==> config.mk <==
export PLATFORM = sky130hd
export DESIGN_NAME = apb_master_arbiter
export DESIGN_NICKNAME = d
export VERILOG_FILES = /design/src/rtl/apb_master_pkg.sv /design/src/rtl/apb_addr_decode.sv /design/src/rtl/apb_master_arbiter.sv
export SDC_FILE = /design/constraint.sdc
export NUM_CORES = 1
export LEC_CHECK = 0
export ABC_CLOCK_PERIOD_IN_PS = 2650
export BUFFER_PORTS_ARGS = -buffer_cell sky130_fd_sc_hd__buf_2
export CORE_ASPECT_RATIO = 0.5
export CORE_MARGIN = 1
export CORE_UTILIZATION = 44
export CTS_CLUSTER_SIZE = 24
export DETAILED_ROUTE_END_ITERATION = 7
export GPL_TIMING_DRIVEN = 0
export PLACE_DENSITY = 0.88
export SETUP_SLACK_MARGIN = 0.4
export SLEW_MARGIN = 20
export SYNTH_ARGS = -nofsm -noshare
export SYNTH_HDL_FRONTEND = slang
export SYNTH_SLANG_ARGS = --single-unit
export TNS_END_PERCENT = 30
==> constraint.sdc <==
create_clock -name Hclk -period 2.65 [get_ports Hclk]
set_input_delay 0.265 -clock Hclk [delete_from_list [all_inputs] [get_ports Hclk]]
set_output_delay 0.265 -clock Hclk [all_outputs]
set_load 0.02 [all_outputs]
==> src/rtl/apb_master_pkg.sv <==
// Shared types and constants for the two-requester APB master arbiter.
package apb_master_pkg;

  typedef enum logic [1:0] {
    IDLE   = 2'd0,
    SETUP  = 2'd1,
    ACCESS = 2'd2,
    DONE   = 2'd3
  } state_t;

  localparam logic [2:0]  PSEL_NONE = 3'b000;
  localparam logic [2:0]  PSEL_S0   = 3'b001;
  localparam logic [2:0]  PSEL_S1   = 3'b010;
  localparam logic [2:0]  PSEL_S2   = 3'b100;

  localparam logic [31:0] DEF_SLV_BASE      = 32'h8000_0000;
  localparam int          DEF_SLV_SPAN_LOG2 = 26;

endpackage

==> src/rtl/apb_addr_decode.sv <==
// Combinational address decode: three equal windows starting at SLV_BASE.
module apb_addr_decode
  import apb_master_pkg::*;
#(
  parameter logic [31:0] SLV_BASE      = DEF_SLV_BASE,
  parameter int          SLV_SPAN_LOG2 = DEF_SLV_SPAN_LOG2
) (
  input  logic [31:0] addr,
  output logic [2:0]  psel,
  output logic        hit
);

  logic [31:0] off;
  logic [31:0] idx;

  always_comb begin
    off  = addr - SLV_BASE;
    idx  = off >> SLV_SPAN_LOG2;
    psel = PSEL_NONE;
    // the >= guard keeps addresses below the base from wrapping into a window
    if (addr >= SLV_BASE) begin
      case (idx)
        32'd0:   psel = PSEL_S0;
        32'd1:   psel = PSEL_S1;
        32'd2:   psel = PSEL_S2;
        default: psel = PSEL_NONE;
      endcase
    end
    hit = |psel;
  end

endmodule

==> src/rtl/apb_master_arbiter.sv <==
// Round-robin arbiter for two requesters sharing one APB master port.
module apb_master_arbiter
  import apb_master_pkg::*;
#(
  parameter logic [31:0] SLV_BASE      = DEF_SLV_BASE,
  parameter int          SLV_SPAN_LOG2 = DEF_SLV_SPAN_LOG2
) (
  input  logic        Hclk,
  input  logic        Hresetn,
  input  logic        req0,
  input  logic        req1,
  input  logic        write0,
  input  logic        write1,
  input  logic [31:0] addr0,
  input  logic [31:0] addr1,
  input  logic [31:0] wdata0,
  input  logic [31:0] wdata1,
  output logic        done0,
  output logic        done1,
  output logic [31:0] rdata0,
  output logic [31:0] rdata1,
  output logic        err0,
  output logic        err1,
  output logic [2:0]  PSEL,
  output logic        PENABLE,
  output logic        PWRITE,
  output logic [31:0] PADDR,
  output logic [31:0] PWDATA,
  input  logic [31:0] PRDATA
);

  state_t            state, state_nxt;
  logic              gnt, gnt_nxt;
  logic              rr_last, rr_last_nxt;
  logic              win;
  logic [31:0]       win_addr;
  logic [2:0]        dec_psel;
  logic              dec_hit;

  logic [2:0]        psel_nxt;
  logic              penable_nxt, pwrite_nxt;
  logic [31:0]       paddr_nxt, pwdata_nxt;
  logic [1:0]        done_q, done_nxt;
  logic [1:0]        err_q, err_nxt;
  logic [1:0][31:0]  rdata_q, rdata_nxt;

  // contended: grant the requester not served last; otherwise whoever asks
  always_comb begin
    win      = (req0 && req1) ? ~rr_last : req1;
    win_addr = win ? addr1 : addr0;
  end

  apb_addr_decode #(
    .SLV_BASE      (SLV_BASE),
    .SLV_SPAN_LOG2 (SLV_SPAN_LOG2)
  ) u_dec (
    .addr (win_addr),
    .psel (dec_psel),
    .hit  (dec_hit)
  );

  always_comb begin
    state_nxt   = state;
    gnt_nxt     = gnt;
    rr_last_nxt = rr_last;
    psel_nxt    = PSEL;
    penable_nxt = PENABLE;
    pwrite_nxt  = PWRITE;
    paddr_nxt   = PADDR;
    pwdata_nxt  = PWDATA;
    done_nxt    = 2'b00;
    err_nxt     = 2'b00;
    rdata_nxt   = '0;
    case (state)
      IDLE: begin
        if (req0 || req1) begin
          gnt_nxt     = win;
          rr_last_nxt = win;
          if (dec_hit) begin
            state_nxt   = SETUP;
            psel_nxt    = dec_psel;
            penable_nxt = 1'b0;
            pwrite_nxt  = win ? write1 : write0;
            paddr_nxt   = win_addr;
            pwdata_nxt  = win ? wdata1 : wdata0;
          end else begin
            // decode miss completes without touching the APB bus
            state_nxt     = DONE;
            done_nxt[win] = 1'b1;
            err_nxt[win]  = 1'b1;
          end
        end
      end
      SETUP: begin
        state_nxt   = ACCESS;
        penable_nxt = 1'b1;
      end
      ACCESS: begin
        state_nxt     = DONE;
        psel_nxt      = PSEL_NONE;
        penable_nxt   = 1'b0;
        done_nxt[gnt] = 1'b1;
        if (!PWRITE) rdata_nxt[gnt] = PRDATA;
      end
      DONE:    state_nxt = IDLE;
      default: state_nxt = IDLE;
    endcase
  end

  always_ff @(posedge Hclk) begin
    if (!Hresetn) begin
      state   <= IDLE;
      gnt     <= 1'b0;
      rr_last <= 1'b1;
      PSEL    <= PSEL_NONE;
      PENABLE <= 1'b0;
      PWRITE  <= 1'b0;
      PADDR   <= '0;
      PWDATA  <= '0;
      done_q  <= 2'b00;
      err_q   <= 2'b00;
      rdata_q <= '0;
    end else begin
      state   <= state_nxt;
      gnt     <= gnt_nxt;
      rr_last <= rr_last_nxt;
      PSEL    <= psel_nxt;
      PENABLE <= penable_nxt;
      PWRITE  <= pwrite_nxt;
      PADDR   <= paddr_nxt;
      PWDATA  <= pwdata_nxt;
      done_q  <= done_nxt;
      err_q   <= err_nxt;
      rdata_q <= rdata_nxt;
    end
  end

  assign done0  = done_q[0];
  assign done1  = done_q[1];
  assign err0   = err_q[0];
  assign err1   = err_q[1];
  assign rdata0 = rdata_q[0];
  assign rdata1 = rdata_q[1];

endmodule

Yosys cells after proc, flatten, opt, wreduce, memory -nomap -nowiden. Index checks and enable logic that the tools add are counted.

Register bits after elaboration: 141. Latch bits: 0. Memory bits (writable): 0. Bits in read-only memories: 0. Input bits: 166. Output and inout bits: 137. Word-level logic and storage cells: 68. Memories kept: 0.

Add/sub/neg operators: 1. Multiply operators: 0. Div/mod/pow operators: 0. Order comparisons: 5. Eq/ne operators: 7. Shift-type cells: 0. Muxes and demuxes: 24. Bitwise gates (word level): 4. Reduce and logical (&&, ||, !) cells: 15.

Operators by type and width (count): 32-bit 2-to-1 mux (3); 64-bit AND (1); 32-bit demux with 1-bit select (1); 32-bit greater-or-equal comparator (second input constant) (1); 32-bit zero test (1); 32-bit subtractor (second input constant) (1); 3-bit 2-to-1 mux (3); 3-bit one-hot mux with 3 select lines (1); 3-bit AND reduction (3); 2-bit 2-to-1 mux (4); 2-bit one-hot mux with 4 select lines (1); 6-bit by 1-bit == test with 1-bit output (second input constant) (1); 6-bit by 2-bit == test with 1-bit output (second input constant) (1); 1-bit 2-to-1 mux (6); 3-bit one-hot mux with 2 select lines (1); 3-bit OR reduction (2); 2-bit == test (second input constant) (2); 1-bit by 2-bit less-than comparator with 1-bit output (second input constant) (2); 2-bit inequality test (second input constant) (2); 2-bit one-hot mux with 2 select lines (1); 2-bit AND reduction (2); 1-bit logical AND (3); 1-bit NOT (3); 1-bit one-hot mux with 3 select lines (1); other kinds (7) (9).

Depth between registers and ports, before layout. Gate-level depths: netlist (run 1).

Depth after elaboration: 11. Mapped depth: 9. Mapped depth without buffers: 6.

Modules after synthesis. A second synthesis (run 1) with hierarchy kept.

Cell total of the unflattened synthesis: 594. Area, all modules: 5211.2 µm².

Modules (own cells, without submodules): apb_master_arbiter (times used 1, cells each 589, area an instance 5162.5 µm², sequential area each 2822.7 µm²); apb_addr_decode (times used 1, cells each 5, area an instance 48.8 µm², sequential area each 0.0 µm²).

Worst setup path before layout (run 1). OpenSTA, ideal clock, no wires.

Path type: reg2reg. Start point: register state[0]. End point: register PADDR[27]. Setup time: 0.116 ns. Arrival time: 1.840 ns. Data required time: 2.534 ns. Slack: 0.694 ns. Stages on the path, launching flop included: 9. Path buffers: 2. Clock period less this slack: 1.956 ns. Path through: dfxtp_1 -> inv_1 -> ha_1 -> o21ai_1 -> a2111oi_4 -> buf_6 -> clkbuf_1 -> o21ai_0 -> o211a_1.

Cells in the longest elaborated chain, start to end: 2.

Ends and longest elaborated chain: from (decl) (RTL line apb_master_arbiter.sv:32) `state_t state, state_nxt;`; from (signal assigned) (RTL line apb_master_arbiter.sv:124) `state <= state_nxt;`; 2-bit zero test (RTL line apb_master_arbiter.sv:74) `case (state)`; 3-bit AND reduction (no line); to (signal assigned) (RTL line apb_master_arbiter.sv:130) `PADDR <= paddr_nxt;`; to (decl) (RTL line apb_master_arbiter.sv:27) `output logic [31:0] PADDR,`.

Every way passes these cells. A chain may end at the register's enable or synchronous reset.

Worst setup path in the final report (run 1).
Start point: register state[1]. End point: register PADDR[2].

Same word-level chain as after synthesis.

==> summary.txt, run 1 <==
Status
  • Status: complete, no violations

Power
  • Leakage power: 4.788 nW
  • Peak VDD IR: 0.4213 mV
  • Pwr Density: around 700 nW/um2

Die
  • Die Area: approximately 13000 um2
  • Die width: roughly 160 um
  • IO Pins: 303
  • Row cnt: 28
  • Core area: 11980 um2
  • Initial Utilization: 0.4586
  • Die Ht: 81.03 um

Flow run
  • Max-Cap Viols: 0

Final layout
  • Synthesis-to-layout area growth: 42.19%
  • Most common cell after layout, fill and taps aside: buf_2
  • Most frequent cells in the layout: buf_2 (311), dfxtp_1 (141), nor2_1 (69)
  • Post-route core utilization: 0.6522
  • # fillers: about 960
  • Antenna cells: 0
  • Layout cells sized above 1: 0.4205
  • Fin nets: 1024

Synth
  • Register area share after synthesis: 0.5137
  • Synth Net Count: about 700
  • Ys async rst share: 0
  • Compound-Gate Fraction of Synth Area: 0.1938
  • Main synth FF type: dfxtp_1
  • Adder-cell share of the synthesized area: 0.006831
  • Avg Synthesized Cell Area: ~10 um2
  • Mux contribution to synthesized area: 0.1168
  • Synth Area in XOR/XNOR: 0
  • Combinational family with the most area after synthesis: compound AO/OA/AOI/OAI gates
  • Post-synth EDFFs: 0
  • Cell variety after synth: 39
  • Seq cells post-synth: 141
  • Cell Area, Synth: between 5000 and 6000 um2
  • Syn. warnings: 0
  • Simple-Gate Fraction of Synth Area: 0.1200
  • Cells after synthesis: ~540

Route
  • Pre-Repair DR Iteration Count: 4
  • Vias per std cell: 5.042
  • Post-route ant nets: 0
  • 1st-iter DRT viols: approximately 290
  • Wirelength per Cell: 15.22 um
  • Via count: 5208
  • WL final: about 16000 um
  • Drt drc: 0

Clock network
  • Clock Tree Root: clkbuf_16
  • Worst-path clk slew: 0.07 ns
  • CTS Buffer Depth: 2
  • Hold buffer count at cts: 0
  • CTS buffer count: 17
  • TritonCTS Sinks: 141
  • Clk_lat worst skew: roughly 0.40 ns
  • H-tree level count: 4
  • TritonCTS clock tree: done
  • Post-CTS setup buffer count: 0

Critical path
  • CP arrival: approximately 2.4 ns
  • Worst endpoint required time: between 2 and 3 ns
  • Critical path class: reg -> reg
  • Worst setup EP type: flip-flop
  • Crit path launch type: flip-flop
  • CP max FO: 10

Timing
  • Crit path time final: roughly 2.1 ns
  • Setup violators final: 0
  • Hold Fails Final Rpt: 0
  • Worst slew pin tran: around 0.65 ns
  • Unrepaired setup endpoints after global routing: true
  • Relative slew slack: 0.5637
  • Tcrit/Tclk final: 0.7916
  • Worst Skew: about 0.0061 ns
  • Setup TNS: 0 ns
  • Max-slew violation count: 0
  • Peak Freq: around 0.48 GHz
  • WHS: between 0.1 and 0.15 ns

Global routing
  • Global Route Usage Sum: 0.2331
  • Total gr overflow: 0
  • Global-route wire length before repair: approximately 24000 um
  • Largest net degree at the start of global routing: 17
  • Initial antenna violation count: 0
  • Vias in the first global route: around 4800

Placement
  • Hpwl dp: 11860 um
  • # port buffers: 301
  • GPL Wtd Cong: ~0.80

Min path
  • Worst min-delay path class: in -> reg
[sequential cells by signal (all words and copies together) (netlist names)]
| name | flops |
|---|---|
| rr_last | 1 |
| PSEL | 3 |
| PENABLE | 1 |
| rdata1 | 32 |
| err_q | 2 |
| gnt | 1 |
| PWDATA | 32 |
| PADDR | 32 |
| rdata0 | 32 |
| PWRITE | 1 |
| state | 2 |
| done_q | 2 |
[what timing repair did]
action                     in CTS  in global routing
setup endpoints to repair      61                 62
pin swaps                       0                  1
resized for setup               6                  4
cloned                          0                  0
[stage by stage]
stage	instance area (um2)	cells	total power, mW	setup slack (ns)
after floorplan	5495	535	2.858	0.6941
after global placement	7208	1001	3.163	0.2206
after detailed placement	7208	1001	3.195	0.2056
after CTS	7801	1033	5.514	0.4129
after global routing	7814	1033	5.712	0.3895
final	7814	1033	5.491	0.5523
[path summary, 6_finish.rpt]
check	startpoint	to	slack, ns	depth (start not counted)
hold / removal	PRDATA[25]	rdata1[25]	0.10	3
setup / recovery	state[1]	PADDR[2]	0.55	8
setup reg to reg	state[1]	PADDR[2]	0.55	8
hold reg to reg	PSEL[0]	PSEL[0]	0.46	2
[synthesized netlist by cell type, drive strengths merged (2+ instances only)]
master  count  share of area
mux2i      63           0.11
ha          3         0.0068
nand2       8         0.0055
nand3       2         0.0018
inv         5         0.0034
o211ai      3         0.0041
a21boi      2         0.0034
clkbuf     28          0.019
or4b        2         0.0043
nor4        4         0.0057
dfxtp     141           0.51
a21oi       4         0.0036
and3        5         0.0057
buf        19          0.026
o211a      60           0.11
nor3        4         0.0036
nor2       69          0.047
nand2b     34          0.039
o21ai      65          0.059
[cells by family (layout without fill, tap and decap cells)]
logic type,Yosys count,in the layout
compound gates,141,141
fa+ha+maj,3,3
buf+inv,52,385
flops,141,141
mux,64,64
simple gates,134,134
[layer usage]
metal / global-route usage / share of wire
met5: 0 / 0
met4: 0.08095 / 0.017
met3: 0.05516 / 0.045
met2: 0.4270 / 0.52
met1: 0.2721 / 0.42
[critical path, stage by stage (launching register included)]
cell and delay (ns):
dfxtp_1 0.33, inv_1 0.09, ha_2 0.28, o21ai_2 0.16
nor4_4 0.37, buf_4 0.26, buf_2 0.24, o21ai_0 0.13
o211a_1 0.14
[final cells by class]
cell class              count  area [um2]  share of cell area
plain buffers              47       259.0             0.03315
clock buffers              18       429.2             0.05492
clock inverters            14       152.6             0.01954
inverters                   5       18.77            0.002402
multi-input cells         342        2419              0.3095
flip-flops and latches    141        2823              0.3612
well taps                 165       206.4             0.02642
repair buffers            301        1506              0.1928
[report_power, final]
part           leakage (nW)  internal [mW]  switching [mW]
Sequential             1.14           2.24          0.0468
Clock                 0.277           1.34           0.993
Combinational          3.37          0.365           0.513
Total                  4.79           3.94            1.55
Note: power is estimated with default switching activity, not from simulation.
==> run 2, diff against run 1 <==
- ABC_CLOCK_PERIOD_IN_PS: 2650 -> 2150
- clock period: 2.65 -> 2.15 ns (I/O delays scaled with it)
==> run 2 against run 1 <==
  * Setup slack worse by 0.20 ns
  * Register-to-register slack worse by 0.20 ns
  * Clock power up 18%
  * Final area increased by 4.6%
  * Die area unchanged
  * Critical path type unchanged
  * Largest cell class unchanged
  * Highest routed layer unchanged
==> summary.txt, run 2 (synthesized netlist as in run 1, its figures left out) <==
Status
  • Status: complete, no violations

Clock network
  • CTS buffer count: 17 (unchanged)
  • Hold buffer count at cts: 0 (unchanged)
  • Worst-path clk slew: 0.06 ns (about the same)
  • TritonCTS Sinks: 141 (unchanged)
  • Clk_lat worst skew: 0.40 ns (about the same)
  • CTS Buffer Depth: 2 (unchanged)
  • H-tree level count: 4 (unchanged)
  • Clock Tree Root: clkbuf_16
  • TritonCTS clock tree: done

Final layout
  • Fin nets: 1045 (+2.1%)
  • Most common cell after layout, fill and taps aside: buf_2
  • Design area: 8173 um2 (+4.6%)
  • Layout cells sized above 1: 0.4488 (+0.02831)
  • Antenna cells: 0 (unchanged)
  • Register area: 2825 um2 (about the same)
  • Post-route core utilization: 0.6821 (+0.02997)
  • Most frequent cells in the layout: buf_2 (304), dfxtp_1 (139), nor2_1 (69)
  • # fillers: 939 (-2.3%)
  • Synthesis-to-layout area growth: 48.72%
  • Multi-input gate area: 2451 um2 (+1.3%)

Critical path
  • Worst setup EP type: flip-flop
  • Crit path launch type: flip-flop
  • Sum of buffers and inverters on the critical path: 4 (+1)
  • Most Frequent Cell on Critical Path: buf_6
  • CP max FO: 10 (unchanged)
  • Critical-path top delay cell: dfxtp_2
  • Critical path class: reg -> reg
  • CP arrival: 2.10 ns (-0.30 ns)
  • Critical Path, Cell by Cell: inv_4 > ha_4 > o21ai_4 > a2111oi_4 > buf_6 > or2_4 > buf_4 > buf_6 > o211a_1
  • Crit-path max cell delay: 0.36 ns (about the same)
  • Worst endpoint required time: 2.45 ns (-0.50 ns)
  • Crit-path leading delay family: buffers and inverters

Die
  • IO Pins: 303 (unchanged)
  • Die Area: 12970 um2 (unchanged)
  • Row cnt: 28 (unchanged)
  • Core area: 11980 um2 (unchanged)
  • Die width: 160.0 um (unchanged)
  • Initial Utilization: 0.4586 (unchanged)
  • Die Ht: 81.03 um (unchanged)

Route
  • Post-route ant nets: 0 (unchanged)
  • Wirelength per Cell: 16.02 um (+5.2%)
  • Vias per std cell: 5.102 (+1.2%)
  • 1st-iter DRT viols: 298 (+3.5%)
  • Pre-Repair DR Iteration Count: 5 (+1)
  • WL final: 16880 um (+7.4%)
  • Via count: 5378 (+3.3%)
  • Drt drc: 0 (unchanged)

Timing
  • Setup violators final: 0 (unchanged)
  • Max-slew violation count: 0 (unchanged)
  • Crit path time final: 1.801 ns (-0.2967 ns)
  • Unrepaired setup endpoints after global routing: true
  • Tcrit/Tclk final: 0.8377 (+0.04608)
  • Worst Skew: 0.005876 ns (-0.0001939 ns)
  • Relative slew slack: 0.6580 (+0.09431)
  • WHS: 0.05117 ns (-0.05356 ns)
  • Peak Freq: 0.5552 GHz (+16%)
  • Worst slew pin tran: 0.5084 ns (-0.1461 ns)
  • Worst Setup Slack, final: 0.3490 ns (-0.2033 ns)
  • Hold Fails Final Rpt: 0 (unchanged)

Flow run
  • Max-Cap Viols: 0 (unchanged)

Global routing
  • Initial antenna violation count: 0 (unchanged)
  • Total gr overflow: 0 (unchanged)
  • Largest net degree at the start of global routing: 17 (unchanged)
  • Global-route wire length before repair: 24500 um (+3.8%)
  • Global Route Usage Sum: 0.2407 (+0.007654)
  • Vias in the first global route: 4923 (+2.2%)

Placement
  • # port buffers: 301 (unchanged)
  • Hpwl dp: 11680 um (-1.5%)
  • Pre-CTS WS: -0.07924 ns (-0.2848 ns)
  • Area after DPL: 7226 um2 (+0.24%)
  • GPL Wtd Cong: 0.8010 (about the same)

Power
  • Peak VDD IR: 0.4881 mV (+16%)
  • Leakage power: 4.966 nW (+3.7%)
  • Pwr Density: 834.3 nW/um2 (+19%)

Min path
  • Worst min-delay path class: in -> reg
## run 2: cell types whose count changed in the layout (fill, tap and decap cells not counted), moves of 3 or more
cell / delta
buf_2: -7
clkbuf_4: +4
buf_4: +17
clkbuf_16: +6
clkbuf_2: +3
clkbuf_1: -8
buf_8: +5
## run 2: metal layers
metal	GRT usage	share of wire	vias to the layer above	wire length, um
met5	0	0	-	0
met4	0.08762	0.023	0	385
met3	0.05822	0.052	43	873
met2	0.4343	0.51	219	8575
met1	0.2838	0.42	2538	7047
li1	-	-	2578	-
## run 2: layout make-up
| type | instances | area share |
|---|---|---|
| flip-flops and latches | 141 | 0.3457 |
| clock inverters | 14 | 0.01577 |
| multi-input cells | 342 | 0.2999 |
| well taps | 165 | 0.02526 |
| clock buffers | 18 | 0.05251 |
| repair buffers | 322 | 0.2162 |
| inverters | 5 | 0.002603 |
| plain buffers | 47 | 0.04210 |
## run 2: path summary, 6_finish.rpt
kind	endpoint	slack [ns]	depth (start not counted)	from
hold reg to reg	PADDR[31]	0.47	1	PADDR[31]
hold / removal	rdata0[18]	0.05	3	PRDATA[18]
setup / recovery	PADDR[9]	0.35	9	state[0]
setup reg to reg	PADDR[9]	0.35	9	state[0]
## run 2: what timing repair did
action	CTS	global route
resized for setup	30	23
pin swaps	4	0
endpoints found under the setup margin	99	95
setup buffers	8	5
cloned	2	6
## run 2: tightest hold or removal path: stages
cell and delay [ns]:
buf_2 0.07, nand2b_1 0.06, nor2_1 0.08
## run 2: stage by stage
step	setup TNS, ns	instances	power (mW)
global placement	-0.9552	1001	3.934
floorplan	0	535	3.550
global route	0	1054	7.089
CTS	0	1043	6.750
detailed placement	-1.789	1001	3.960
finish	0	1054	6.818
## run 2: power by group
part	internal [mW]	switching, mW
clock	1.52	1.22
combinational	0.563	0.685
sequential	2.76	0.0649
==> run 3, diff against run 2 <==
- ABC_AREA: default -> 1
- ABC_CLOCK_PERIOD_IN_PS: 2150 -> 1400
- CORE_UTILIZATION: 44 -> 40
- PLACE_DENSITY: 0.88 -> 0.85
- clock period: 2.15 -> 1.4 ns (I/O delays scaled with it)
==> run 3 against run 2 <==
  * Global-route usage rose by 0.52 points
  * The flow now finishes with violations (negative setup slack)
  * Total power rose by 76%
  * Synthesized area rose by 0.89%
  * Largest power group unchanged
  * Sequential share of layout area fell by 2.8 points
  * First-iteration DRC count rose by 21%
  * Critical path depth rose by 2
  * Cell count rose by 26%
  * Via count rose by 17%
==> summary.txt, run 3 <==
Status
  • Status: finished, violations left
  • Failing checks: negative setup slack

Synth
  • Cell variety after synth: 25 (-36%)
  • Ys async rst share: 0 (unchanged)
  • Synth top area share: 0.5091 (-0.004521)
  • Top-count cell post-synth: nand2_1
  • Seq cells post-synth: 141 (unchanged)
  • Cells after synthesis: 758 (+42%)
  • Avg Synthesized Cell Area: 7.314 um2 (-29%)
  • Main synth FF type: dfxtp_1
  • Largest area contributor in the netlist: dfxtp_1
  • Synth Net Count: 927 (+32%)
  • Post-synth EDFFs: 0 (unchanged)
  • Ranking of synthesized cells by area: dfxtp_1 (51%), nand2_1 (22%), a21oi_1 (5.0%), nor3_1 (4.9%), inv_1 (3.5%)
  • Syn. warnings: 0 (unchanged)
  • Register area share after synthesis: 0.5091 (-0.004521)
  • Cell Area, Synth: 5544 um2 (+0.89%)
  • Top cells by count, synth: nand2_1 (324), dfxtp_1 (141), a21oi_1 (55), nor3_1 (54), inv_1 (52)

Clock network
  • H-tree level count: 4 (unchanged)
  • Clk_lat worst skew: 0.41 ns (about the same)
  • CTS buffer count: 17 (unchanged)
  • Clock Tree Root: clkbuf_16
  • TritonCTS clock tree: done
  • TritonCTS Sinks: 141 (unchanged)
  • CTS Buffer Depth: 2 (unchanged)
  • Worst-path clk slew: 0.07 ns (about the same)

Final layout
  • Antenna cells: 0 (unchanged)
  • # fillers: 1022 (+8.8%)
  • Synthesis-to-layout area growth: 60.53%
  • Most frequent cells in the layout: buf_2 (308), nand2_1 (306), dfxtp_1 (139)
  • Layout cells sized above 1: 0.4227 (-0.02611)
  • Post-route core utilization: 0.6794 (-0.002687)
  • Fin nets: 1301 (+24%)
  • Most common cell after layout, fill and taps aside: buf_2

Placement
  • # port buffers: 300 (-0.33%)
  • Hpwl dp: 12510 um (+7.1%)
  • GPL Wtd Cong: 0.8260 (+3.1%)

Route
  • Wirelength per Cell: 13.90 um (-13%)
  • Vias per std cell: 4.740 (-7.1%)
  • Via count: 6309 (+17%)
  • Post-route ant nets: 0 (unchanged)
  • WL final: 18500 um (+9.6%)
  • Pre-Repair DR Iteration Count: 5 (unchanged)
  • Drt drc: 0 (unchanged)
  • 1st-iter DRT viols: 362 (+21%)

Die
  • Initial Utilization: 0.4232 (-0.03540)
  • Die Ht: 85.25 um (+5.2%)
  • IO Pins: 303 (unchanged)
  • Core area: 13100 um2 (+9.3%)
  • Die width: 168.5 um (+5.3%)
  • Die Area: 14360 um2 (+11%)
  • Row cnt: 29 (+3.6%)

Timing
  • Setup violators final: 74 (+74)
  • Max-slew violation count: 0 (unchanged)
  • Setup TNS: -19.88 ns (-19.88 ns)
  • Peak Freq: 0.5815 GHz (+4.7%)
  • Crit path time final: 1.720 ns (-0.08142 ns)
  • Hold Fails Final Rpt: 0 (unchanged)
  • Worst Setup Slack, final: -0.3196 ns (-0.6686 ns)
  • Tcrit/Tclk final: 1.228 (+0.3906)
  • Relative slew slack: 0.5661 (-0.09184)
  • Worst slew pin tran: 0.6508 ns (+0.1424 ns)
  • Worst Skew: 0.01787 ns (+0.01199 ns)
  • Unrepaired setup endpoints after global routing: true

Power
  • Leakage power: 4.572 nW (-7.9%)
  • Pwr Density: 1352 nW/um2 (+62%)
  • Peak VDD IR: 1.006 mV (+110%)

Global routing
  • Global Route Usage Sum: 0.2460 (+0.005226)
  • Global-route wire length before repair: 28060 um (+15%)
  • Largest net degree at the start of global routing: 18 (+1)
  • Vias in the first global route: 6049 (+23%)
  • Total gr overflow: 0 (unchanged)
  • Initial antenna violation count: 0 (unchanged)

Critical path
  • Crit path launch type: flip-flop
  • Critical path class: reg -> reg
  • Worst endpoint required time: 1.67 ns (-0.78 ns)
  • Worst setup EP type: flip-flop
  • CP max FO: 10 (unchanged)
  • CP arrival: 1.99 ns (-0.11 ns)

Min path
  • Worst min-delay path class: in -> reg

Flow run
  • Max-Cap Viols: 0 (unchanged)
[run 3: changes by cell type after synthesis, sizes merged, moves of 48 or more]
| cell | before | now |
|---|---|---|
| nand2 | 8 | 338 |
| mux2i | 63 | 0 |
| a21oi | 4 | 65 |
| o211a | 60 | 0 |
| o21ai | 65 | 6 |
| nor3 | 4 | 54 |
| inv | 5 | 53 |
[run 3: per-layer routing]
metal | routed length [um] | global-route usage
met1 | 7447 | 0.2762
met2 | 9662 | 0.4462
met3 | 1004 | 0.06716
met4 | 388 | 0.09835
met5 | 0 | 0
[run 3: layout make-up]
class / instances / area (um2) / share of cell area
well taps: 186 / 232.7 / 0.02615
repair inverters: 1 / 8.758 / 0.0009841
inverters: 55 / 222.7 / 0.02502
plain buffers: 46 / 381.6 / 0.04288
clock buffers: 17 / 425.4 / 0.04780
clock inverters: 15 / 163.9 / 0.01842
flip-flops and latches: 141 / 2825 / 0.3174
repair buffers: 354 / 2079 / 0.2337
multi-input cells: 516 / 2560 / 0.2876
[run 3: cell families after synthesis]
kind of cell | after synthesis | share of synthesized area
buffers and inverters | 101 | 0.08395
and+or+nand+nor | 440 | 0.3268
adders and majority gates | 3 | 0.006771
AOI/OAI and AO/OA | 73 | 0.07335
DFF | 141 | 0.5091
[run 3: power by group]
part           internal [mW]  leakage, nW  switching, mW
Combinational           1.19         3.15           1.98
Clock                   2.40        0.283           2.03
Sequential              4.31         1.14          0.127
Total                   7.90         4.57           4.13
[run 3: stage by stage]
stage	power, mW	worst slack, ns	cells	cell area [um2]	hold slack, ns
after floorplan	6.119	-0.05446	758	5567	0.2755
after global placement	6.931	-0.4632	1244	7301	0.3745
after detailed placement	6.999	-0.4761	1244	7301	0.3778
after CTS	11.63	-0.2445	1314	8417	0.0008272
after global routing	12.60	-0.4837	1331	8900	0.07154
final	12.03	-0.3196	1331	8900	0.07166
[run 3: final timing paths]
check             startpoint  cells past startpoint          to  slack (ns)
setup reg to reg     rr_last                     11   PWDATA[9]       -0.32
hold reg to reg    PADDR[30]                      2   PADDR[30]        0.46
hold / removal    wdata1[29]                      5  PWDATA[29]        0.07
setup / recovery     rr_last                     11   PWDATA[9]       -0.32
[run 3: repair_timing]
item                                    CTS  global route
endpoints found under the setup margin  278           278
pin swaps                                 4            15
setup buffers                             6            12
hold buffers                             31             1
gates cloned                              1             4
gates resized for setup                  46            81
endpoints found under the hold margin    61             2
[run 3: worst max-delay path, cell delays in order, from the launching register on]
cell,delay [ns]
dfxtp_2,0.36
nand2_4,0.11
nand2_8,0.11
nand2_1,0.06
nand2_1,0.08
nand2_2,0.08
nor2_4,0.11
nand3_4,0.15
buf_4,0.20
clkbuf_4,0.18
nand2_1,0.07
a21oi_1,0.07
